===== src/rtl/divider_sched.sv =====
// Round-robin scheduler in front of one shared restoring divider (one quotient bit per cycle).
// Optional macro DIVIDER_SCHED_DIVZERO_EN: a zero divisor skips the iterations and completes right after grant.
module divider_sched #(
   parameter int WIDTH = 8,
   parameter int N_REQ = 4,
   localparam int ID_W = $clog2(N_REQ)
) (
   input  logic                   i_clk,
   input  logic                   i_rst,
   input  logic                   i_cg,
   input  logic [N_REQ-1:0]       i_req_valid,
   output logic [N_REQ-1:0]       o_req_ready,
   input  logic [N_REQ*WIDTH-1:0] i_dividend,
   input  logic [N_REQ*WIDTH-1:0] i_divisor,
   output logic                   o_rsp_valid,
   input  logic                   i_rsp_ready,
   output logic [ID_W-1:0]        o_rsp_id,
   output logic [WIDTH-1:0]       o_quotient,
   output logic [WIDTH-1:0]       o_remainder,
   output logic                   o_divzero,
   output logic                   o_busy,
   output logic [1:0]             o_state
);

   // Handshakes: a transfer happens on a rising edge where valid && ready && i_cg && i_rst.
   // Requesters hold valid and operands until their ready bit is seen; the result holds until i_rsp_ready.

   localparam int CNT_W = $clog2(WIDTH + 1);

   typedef enum logic [1:0] {
      S_IDLE = 2'd0,
      S_CALC = 2'd1,
      S_DONE = 2'd2
   } state_t;

   state_t            state;
   logic [ID_W-1:0]   ptr;
   logic [CNT_W-1:0]  cnt;
   logic [WIDTH-1:0]  divisor_q;
   logic [WIDTH-1:0]  quo_q;
   logic [WIDTH-1:0]  rem_q;
   logic [ID_W-1:0]   id_q;
   logic              dz_q;

   logic              found;
   logic [ID_W-1:0]   gnt_id;
   logic              grant_ok;
   logic [WIDTH-1:0]  a_sel;
   logic [WIDTH-1:0]  b_sel;
   logic [WIDTH:0]    partial;
   logic [WIDTH:0]    trial;
   logic              take;

   // First valid requester at or after ptr, wrapping around.
   always_comb begin
      int c;
      found  = 1'b0;
      gnt_id = '0;
      c      = 0;
      for (int i = 0; i < N_REQ; i++) begin
         c = int'(ptr) + i;
         if (c >= N_REQ) c = c - N_REQ;
         if (!found && i_req_valid[c[ID_W-1:0]]) begin
            found  = 1'b1;
            gnt_id = c[ID_W-1:0];
         end
      end
   end

   always_comb begin
      a_sel = '0;
      b_sel = '0;
      for (int k = 0; k < N_REQ; k++) begin
         if (gnt_id == ID_W'(k)) begin
            a_sel = i_dividend[k*WIDTH +: WIDTH];
            b_sel = i_divisor[k*WIDTH +: WIDTH];
         end
      end
   end

   assign grant_ok = (state == S_IDLE) && i_cg && i_rst && found;

   always_comb begin
      o_req_ready = '0;
      if (grant_ok) o_req_ready = N_REQ'(1) << gnt_id;
   end

   // Trial subtraction one bit wider than the operands so the borrow is the sign.
   assign partial = {rem_q, quo_q[WIDTH-1]};
   assign trial   = partial - {1'b0, divisor_q};
   assign take    = ~trial[WIDTH];

   always_ff @(posedge i_clk) begin
      if (!i_rst) begin
         state     <= S_IDLE;
         ptr       <= '0;
         cnt       <= '0;
         divisor_q <= '0;
         quo_q     <= '0;
         rem_q     <= '0;
         id_q      <= '0;
         dz_q      <= 1'b0;
      end else if (i_cg) begin
         case (state)
            S_IDLE: begin
               if (grant_ok) begin
                  id_q      <= gnt_id;
                  divisor_q <= b_sel;
                  dz_q      <= (b_sel == '0);
                  ptr       <= (gnt_id == ID_W'(N_REQ - 1)) ? '0 : gnt_id + 1'b1;
                  cnt       <= CNT_W'(WIDTH);
`ifdef DIVIDER_SCHED_DIVZERO_EN
                  if (b_sel == '0) begin
                     quo_q <= '1;
                     rem_q <= a_sel;
                     cnt   <= '0;
                     state <= S_DONE;
                  end else begin
                     quo_q <= a_sel;
                     rem_q <= '0;
                     state <= S_CALC;
                  end
`else
                  quo_q <= a_sel;
                  rem_q <= '0;
                  state <= S_CALC;
`endif
               end
            end
            S_CALC: begin
               // quo_q shifts dividend bits out of the top while quotient bits enter at the bottom.
               quo_q <= {quo_q[WIDTH-2:0], take};
               rem_q <= take ? trial[WIDTH-1:0] : partial[WIDTH-1:0];
               cnt   <= cnt - 1'b1;
               if (cnt == CNT_W'(1)) state <= S_DONE;
            end
            S_DONE: begin
               if (i_rsp_ready) state <= S_IDLE;
            end
            default: state <= S_IDLE;
         endcase
      end
   end

   assign o_rsp_valid = (state == S_DONE);
   assign o_busy      = (state != S_IDLE);
   assign o_state     = state;
   assign o_rsp_id    = id_q;
   assign o_quotient  = quo_q;
   assign o_remainder = rem_q;
   assign o_divzero   = dz_q;

endmodule

===== config.mk =====
export PLATFORM = sky130hd
export DESIGN_NAME = divider_sched
export DESIGN_NICKNAME = d
export VERILOG_FILES = /design/src/rtl/divider_sched.sv
export SDC_FILE = /design/constraint.sdc
export NUM_CORES = 1
export LEC_CHECK = 0
export ABC_AREA = 1
export CELL_PAD_IN_SITES_DETAIL_PLACEMENT = 1
export CELL_PAD_IN_SITES_GLOBAL_PLACEMENT = 2
export CORE_MARGIN = 1
export CORE_UTILIZATION = 21
export CTS_CLUSTER_SIZE = 40
export DETAILED_ROUTE_END_ITERATION = 10
export GPL_TIMING_DRIVEN = 0
export PLACE_DENSITY = 0.82
export SLEW_MARGIN = 20
export SYNTH_ARGS = -nofsm -noshare
export SYNTH_HDL_FRONTEND = slang
export SYNTH_SLANG_ARGS = --single-unit

===== constraint.sdc =====
create_clock -name i_clk -period 2.7 [get_ports i_clk]
set_input_delay 0.54 -clock i_clk [delete_from_list [all_inputs] [get_ports i_clk]]
set_output_delay 0.54 -clock i_clk [all_outputs]
set_load 0.02 [all_outputs]

-- After elaboration in Yosys (flattened, before gate mapping)
Cells that the tools add are included.
- register bits after elaboration: 35
- output and inout bits: 27
- bits of input ports: 72
- shift operators: 1
- magnitude comparators: 8
- multiplexer cells: 41
- $add $sub $neg: 10
- reduce and logical (&&, ||, !) cells: 17
- eq/ne operators: 9
- bitwise operators: 1
- operator list (cell ; count):
    2-to-1 mux 8 bit ; 11
    one-hot mux 8 bit (2 select lines) ; 2
    2-to-1 mux 2 bit ; 12
    less-than comparator 2 x 3 -> 1 bit, second input constant ; 4
    >= comparator 3 bit, second input constant ; 3
    subtractor 9 x 8 -> 9 bit ; 1
    binary-select mux 1 bit (select 2 bit) ; 4
    zero test 8 bit ; 1
    2-to-1 mux 1 bit ; 8
    2-to-1 mux 4 bit ; 2
    one-hot mux 4 bit (2 select lines) ; 1
    subtractor 2 x 1 -> 2 bit, second input constant ; 4
    adder 2 x 2 -> 3 bit, second input constant ; 2
    equality test 2 bit, second input constant ; 3
    logical AND 1 bit ; 6
    one-hot mux 2 bit (3 select lines) ; 1
    AND reduction 3 bit ; 2
    equality test 2 x 1 -> 1 bit, second input constant ; 2
    equality test 4 x 1 -> 1 bit, second input constant ; 1
    zero test 2 bit ; 2
    != test 2 bit, second input constant ; 2
    AND reduction 4 bit ; 1
    nonzero test 2 bit ; 2
    left shift 1 x 2 -> 4 bit, first input constant ; 1
    7 further kinds ; 9

-- Longest topological paths before layout
- depth after elaboration: 21
- depth in mapped cells: 23
- depth with buffers taken out: 22

-- Worst setup path before layout
OpenSTA, ideal clock, no wires.
- kind: input -> output
- start point: input i_req_valid[3]
- end point: output o_req_ready[3]
- cell stages on the path: 14
- arrival time: 2.234 ns
- path buffers: 2
- setup slack: -0.074 ns
- required time: 2.160 ns
- path through: inv_1 > nand2_1 > nand3_1 > inv_1 > nor2_2 > nor2_1 > o21ai_0 > nand3_1 > inv_1 > ha_1 > buf_2 > inv_1 > clkbuf_1 > nor2_1
- word-level cells in the longest chain between the ends: 14
- elaborated cells between the ends (all ways): 25
- classes of those cells: shift (1); mux (17); reduce/logical (7)
- RTL lines (element ; line ; source):
    start, declared ; 11 ; input logic [N_REQ-1:0] i_req_valid,
    binary-select mux 1 bit (select 2 bit) ; 63 ; if (!found && i_req_valid[c[ID_W-1:0]]) begin
    2-to-1 mux 1 bit (not written as such) ; 63 ;
    2-to-1 mux 1 bit ; 63 ;
    zero test 1 bit ; 63 ;
    logical AND 1 bit ; 63 ;
    2-to-1 mux 1 bit ; 63 ;
    zero test 1 bit ; 63 ;
    logical AND 1 bit ; 63 ;
    2-to-1 mux 1 bit ; 63 ;
    zero test 1 bit ; 63 ;
    logical AND 1 bit ; 63 ;
    2-to-1 mux 2 bit (*) ; 63 ;
    named net gnt_id[0] ; 46 ; logic [ID_W-1:0] gnt_id;
    left shift 1 x 2 -> 4 bit (*) ; 85 ; if (grant_ok) o_req_ready = N_REQ'(1) << gnt_id;
    2-to-1 mux 4 bit (*) ; 85 ;
    end, declared ; 12 ; output logic [N_REQ-1:0] o_req_ready,
The timed path passes the listed nets; every way through them passes the cells marked *. The select of a mux whose other input is x is not followed.

-- Worst setup path in the final report
- start point: register ptr[0]
- end point: output o_req_ready[0]
- word-level cells in the longest chain between the ends: 16
- elaborated cells between the ends (all ways): 40
- classes of those cells: add/sub (7); order compare (4); shift (1); mux (21); reduce/logical (7)
- RTL lines (element ; line ; source):
    start, declared ; 37 ; logic [ID_W-1:0] ptr;
    start signal, assigned ; 110 ; ptr <= (gnt_id == ID_W'(N_REQ - 1)) ? '0 : gnt_id + 1'b1;
    branches (longest 15 deep; another with adder 2 x 1 -> 3 bit) ; -- ;
    2-to-1 mux 4 bit (*) ; 85 ;
Mark *: on every way between the ends. The select of a mux whose other input is x is not followed.

==> reports/metrics.yaml <==
synth_area_sq_mm: 0.00289
fmax_mhz: 363
dp_cells: 757
clk_pin_slew_worst_paths_ps: 60
routed_wl_mm: 11.9
n_antenna_cell: 0
worstSkewPairLatency_ps: 280
finalWorstSetupSlack_ps: -56.9
holdCritPathClass: "reg2reg"
critPathMaxStageDelay_ps: 430
rows: 42
drc_errors: 0
pin_count: 99
worst_pin_slew_ps: 663
crit_type: "reg2out"
clock_skew_ps: 7.35
synth_cell_type_count: 32
rsz0062_at_grt: "yes"
startpoint_type: "register"
power.leakage_nw: 2.17
antenna_found_initial: 0
status: "finished, violations left"
ys_seq_area_share_pct: 24.2
ff_latch_area_sq_um: 708
area_growth_pct: 72.9
first_global_vias: 3818
crit_chain: "clkinv_8 -> nand2_4 -> nand2_4 -> nand2_2 -> nand2_4 -> nor2_4 -> nand4_1 -> nand2_4 -> buf_6 -> ha_4 -> inv_6 -> nor2_4 -> buf_6"
vias: 3671
cts_sinks: 35
fin_nets: 711
crit_path_frequent_cell: "nand2_4"
setup_violations: 5
cts_made_buffers: 5
syn_avg_cell_area_sq_um: 5.99
critical_path.max_fanout: 8
ir_drop_mv: 0.245
drt.antenna.violating_nets: 0
avgRoutedWirePerCell_um: 14.9
overflow: 0
clk_path_buf_depth: 2
syn_nets: 570
crit_path_end_kind: "output port"
dieArea_sq_mm: 0.0142
gp_congestion: 0.794
viasPerCell: 4.58
netlist_instances: 483
hold_viol_final: 0
drt_iter0_markers: 120
first_pass_iters: 4
period_needed_ps: 2760
synth-edff-count: 0
grtUsageTotal_pct: 16.5
worst-path-buf-inv: 4
async_flop_share_pct: 0
crit_path_top_delay_cell: "dfxtp_4"
power.density_mw_per_mm2: 716
failed_checks: "setup timing"
drv_cap: 0
place_hpwl_mm: 8.63
synth.top_cell.area_share_pct: 24.2
period_share_pct: 102
core_area_sq_mm: 0.0133
multi_input_area_sq_mm: 0.00228
yosysTopAreaCell: "dfxtp_1"
fp.dieH_um: 119
dpl_worst_slack_ps: -1380
crit_arrival_ps: 2220
layout.cells.non_filler: 801
postCtsHoldBufs: 0
fp.dieW_um: 119
cp_top_family: "simple AND/OR/NAND/NOR gates"
cts-root-buf: "clkbuf_16"
drive_gt1_share_pct: 28.5
ys_ff_latch: 35
ys_top_cells_by_area: "dfxtp_1, nand2_1, nand3_1"
n_fill_cell: 1674
tritoncts: "yes"
htreeDepth: 2
io_buffer_count: 98
slew_viol_final: 0
initial_utilization_pct: 21.7
grt_pass1_wl_mm: 18.7
ys_dominant_reg_cell: "dfxtp_1"
crit_required_ps: 2160
total_power_mw: 3.58
synth_warnings: 0
grt_max_degree: 12
relSlewSlack_pct: 55.8
==> per-layer routing <==
metal  GRT usage, %  up-vias  wire (um)
met3           3.54        8        575
met2           31.1       83       6110
met4           2.27        0         92
li1               -     1833          -
met5              0        -          0
met1           19.3     1747       5140
==> placed cells by master, fill, tap and decap left out, types with 10 or more instances in the layout <==
cell,instances
a21oi_2,11
nand2_4,14
a21oi_1,32
ha_1,10
nor2_1,43
o21ai_0,28
dfxtp_1,33
nand2_1,107
inv_1,38
buf_4,35
nand3_1,32
nor2_4,10
nand3_2,12
clkdlybuf4s50_1,89
nand2_2,25
buf_6,10
==> sequential cells by signal (all words and copies together) (netlist names) <==
register     cells
o_rsp_id         2
o_quotient       8
o_divzero        1
o_remainder      8
cnt              4
ptr              2
divisor_q        8
o_state          2
==> worst reg2reg max path, delay by kind of cell (launching register included) <==
kind | cells | cell delay (ps)
flip-flops | 1 | 430
AND/OR/NAND/NOR | 8 | 670
buffers and inverters | 12 | 1550
==> area by class of cell <==
class / count / share of cell area (%)
clock inverters: 2 / 0.250
clock buffers: 6 / 2.58
flip-flops and latches: 35 / 14.2
multi-input cells: 376 / 45.6
plain buffers: 17 / 2.70
inverters: 52 / 4.60
repair buffers: 137 / 25.7
well taps: 176 / 4.40
==> worst paths after layout <==
path,depth (start not counted),to,slack [ps],start
setup / recovery,13,o_req_ready[0],-60,ptr[0]$_SDFFE_PN0P_
hold reg to reg,2,divisor_q[6]$_SDFFE_PN0P_,480,divisor_q[6]$_SDFFE_PN0P_
setup reg to reg,20,ptr[0]$_SDFFE_PN0P_,-20,ptr[0]$_SDFFE_PN0P_
hold / removal,2,divisor_q[6]$_SDFFE_PN0P_,480,divisor_q[6]$_SDFFE_PN0P_
==> power by group <==
part           switching, mW  internal [mW]
clock                  0.240          0.341
sequential            0.0706          0.588
combinational           1.34          0.996
total                   1.65           1.93
==> timing repair <==
action,4_1_cts,5_1_grt
pin swaps,37,40
setup endpoints to repair,21,26
cloned,0,1
buffers inserted,34,6
gates resized for setup,124,81
==> cells in the mapped netlist (2+ instances only) <==
cell,number
a21oi_1,37
a21oi_2,6
buf_1,2
buf_2,5
buf_4,2
buf_6,3
clkbuf_1,9
dfxtp_1,35
ha_1,14
inv_1,50
nand2_1,141
nand2_2,5
nand3_1,42
nand3_2,5
nand3b_1,7
nand4_1,4
nor2_1,55
nor2_4,2
nor3_1,2
o21ai_0,34
o21ai_1,3
o31ai_1,2
or2_2,7
xor2_1,3
==> cells by family after synthesis <==
family	count (synthesis)	share of synthesized area [%]
buffers and inverters	73	10.8
AND/OR/NAND/NOR	271	41.1
AO/OA/AOI/OAI	85	15.9
XOR/XNOR	4	1.21
adder cells (fa/ha/maj)	15	6.75
flip-flops	35	24.2
==> stage by stage <==
| step | util [%] | hold WS (ps) | instance area (sq um) | setup TNS [ps] |
|---|---|---|---|---|
| 4_1_cts | 35.9 | 475 | 4790 | -164 |
| 3_5_place_dp | 30.7 | 466 | 4100 | -15990 |
| 6_report | 37.5 | 478 | 5000 | -171 |
| 5_1_grt | 37.5 | 504 | 5000 | -972 |
| 2_1_floorplan | - | 433 | 2900 | 0 |
| 3_3_place_gp | 30.7 | 462 | 4100 | -14790 |
Power figures use the tool's default switching activity.
==> RTL edit (same flow settings) <==
`N_REQ`: 4 -> 2.
--- a/src/rtl/divider_sched.sv
+++ b/src/rtl/divider_sched.sv
@@ -2,7 +2,7 @@
 // Optional macro DIVIDER_SCHED_DIVZERO_EN: a zero divisor skips the iterations and completes right after grant.
 module divider_sched #(
    parameter int WIDTH = 8,
-   parameter int N_REQ = 4,
+   parameter int N_REQ = 2,
    localparam int ID_W = $clog2(N_REQ)
 ) (
    input  logic                   i_clk,
Interface: changed (5 resized); port bits go from 99 to 62. No check against the original RTL was run, so the function may have changed too.
==> RTL edit against the original RTL <==
Fmax up 7.2%; sequential cell count down 2; worst setup slack improved by 0.19 ns; die area down 26%; power shrank 56%; wire length is 44% lower; final area fell by 40%; count of clock-buffer cells in the layout is the same; synthesized area fell by 26%.
==> RTL edit: results (changes against the original RTL) <==
----------------------------------------------------
[Power]
  Max IR drop VDD ... 0.198 mV (-19%)
  Sequential share of power ... 35.1% (+17 points)
  Static leakage ... 0.00136 uW (-37%)
  Combinational gate power ... 506 uW (-78%)
  Internal cell power ... 1030 uW (-46%)

[Placement]
  Post-detail-place hpwl ... 5.29 mm (-39%)
  Final weighted congestion of routability-driven global placement ... 0.772 (-2.7%)
  Number of I/O port buffers ... 61 (-38%)

[Finish]
  Area used by multi-input combinational logic ... 1200 sq um (-47%)
  Multi-input gate count ... 226 (-40%)
  # fillers ... 1250 (-25%)
  Non-clock inverter count ... 61 (+17%)
  Nets@finish ... 444 (-38%)
  Footprint of the flip-flops and latches ... 661 sq um (-6.7%)
  Buffer count excluding the clock tree in the final layout ... 68 (-56%)

[Detailed routing]
  Sum of routed wire segments on met1 ... 3.12 mm (-39%)
  Total Wirelength ... 6.67 mm (-44%)
  Via count ... 2307 (-37%)
  Met3 wirelength from detailed routing ... 315 microns (-45%)

[Global routing]
  Number of global-route vias before repair ... 2363 (-38%)
  Total GRT Usage ... 13.9% (-2.6 points)

[Clocking]
  TritonCTS sink count ... 33 (-5.7%)
  Setup Fix Bufs, Post-CTS ... 1 (-97%)
  Clock latency on the worst-skew pair ... 0.30 ns (+0.02 ns)

[Setup path]
  Worst R2R Setup Slack ... 0.40 ns (+0.42 ns)
  Kind of cell adding the most delay to the critical path ... buffers and inverters
  Slowest Stage Delay on Critical Path ... 0.53 ns (+0.10 ns)
  Worst-path fanout max ... 3 (-5)
  Launching element of the worst setup path ... i_req_valid[1]
  Critical R2R Launch ... o_quotient[7]
  Slowest-stage cell, CP ... sky130_fd_sc_hd__clkdlybuf4s50_1

[Status]
  Outcome ... complete, no violations

[Synthesis]
  Most instantiated cells after synthesis ... sky130_fd_sc_hd__nand2_1, sky130_fd_sc_hd__inv_1, sky130_fd_sc_hd__dfxtp_1, sky130_fd_sc_hd__a21oi_1, sky130_fd_sc_hd__nand3_1
  Mapped Nets ... 375 (-34%)
  Share of the synthesized area in compound gates (AO/OA/AOI/OAI) ... 16.7% (+0.78 points)
  Dominant cells by area after synthesis ... sky130_fd_sc_hd__dfxtp_1, sky130_fd_sc_hd__nand2_1, sky130_fd_sc_hd__inv_1
  Adder-cell share of the synthesized area ... 6.82% (+0.073 points)

[Worst hold path]
  End point of the most critical hold path ... o_rsp_id
  Worst Min Path Start ... o_rsp_id

[Timing]
  Transition at the pin with the smallest max-transition slack ... 0.613 ns (-0.0505 ns)

----------------------------------------------------
## RTL edit: cell count changes in the layout (fill, tap and decap cells not counted), sizes merged, moves of 16 or more
| cell | before | now |
|---|---|---|
| nor2 | 59 | 19 |
| o21ai | 37 | 20 |
| buf | 56 | 4 |
| clkdlybuf4s50 | 89 | 58 |
| nand3 | 47 | 25 |
| a21oi | 43 | 27 |
| nand2 | 146 | 94 |
## RTL edit: per-stage QoR
stage | std cells | utilization, % | hold slack (ns) | area, sq um | setup WS [ns]
finish | 529 | 30.9 | 0.477 | 3020 | 0.129
global placement | 520 | 29.7 | 0.464 | 2900 | -0.392
detailed placement | 520 | 29.7 | 0.471 | 2900 | -0.383
floorplan | 326 | - | 0.451 | 2130 | 0.776
global route | 529 | 30.9 | 0.519 | 3020 | 0.0197
CTS | 529 | 31.0 | 0.485 | 3030 | 0.0712
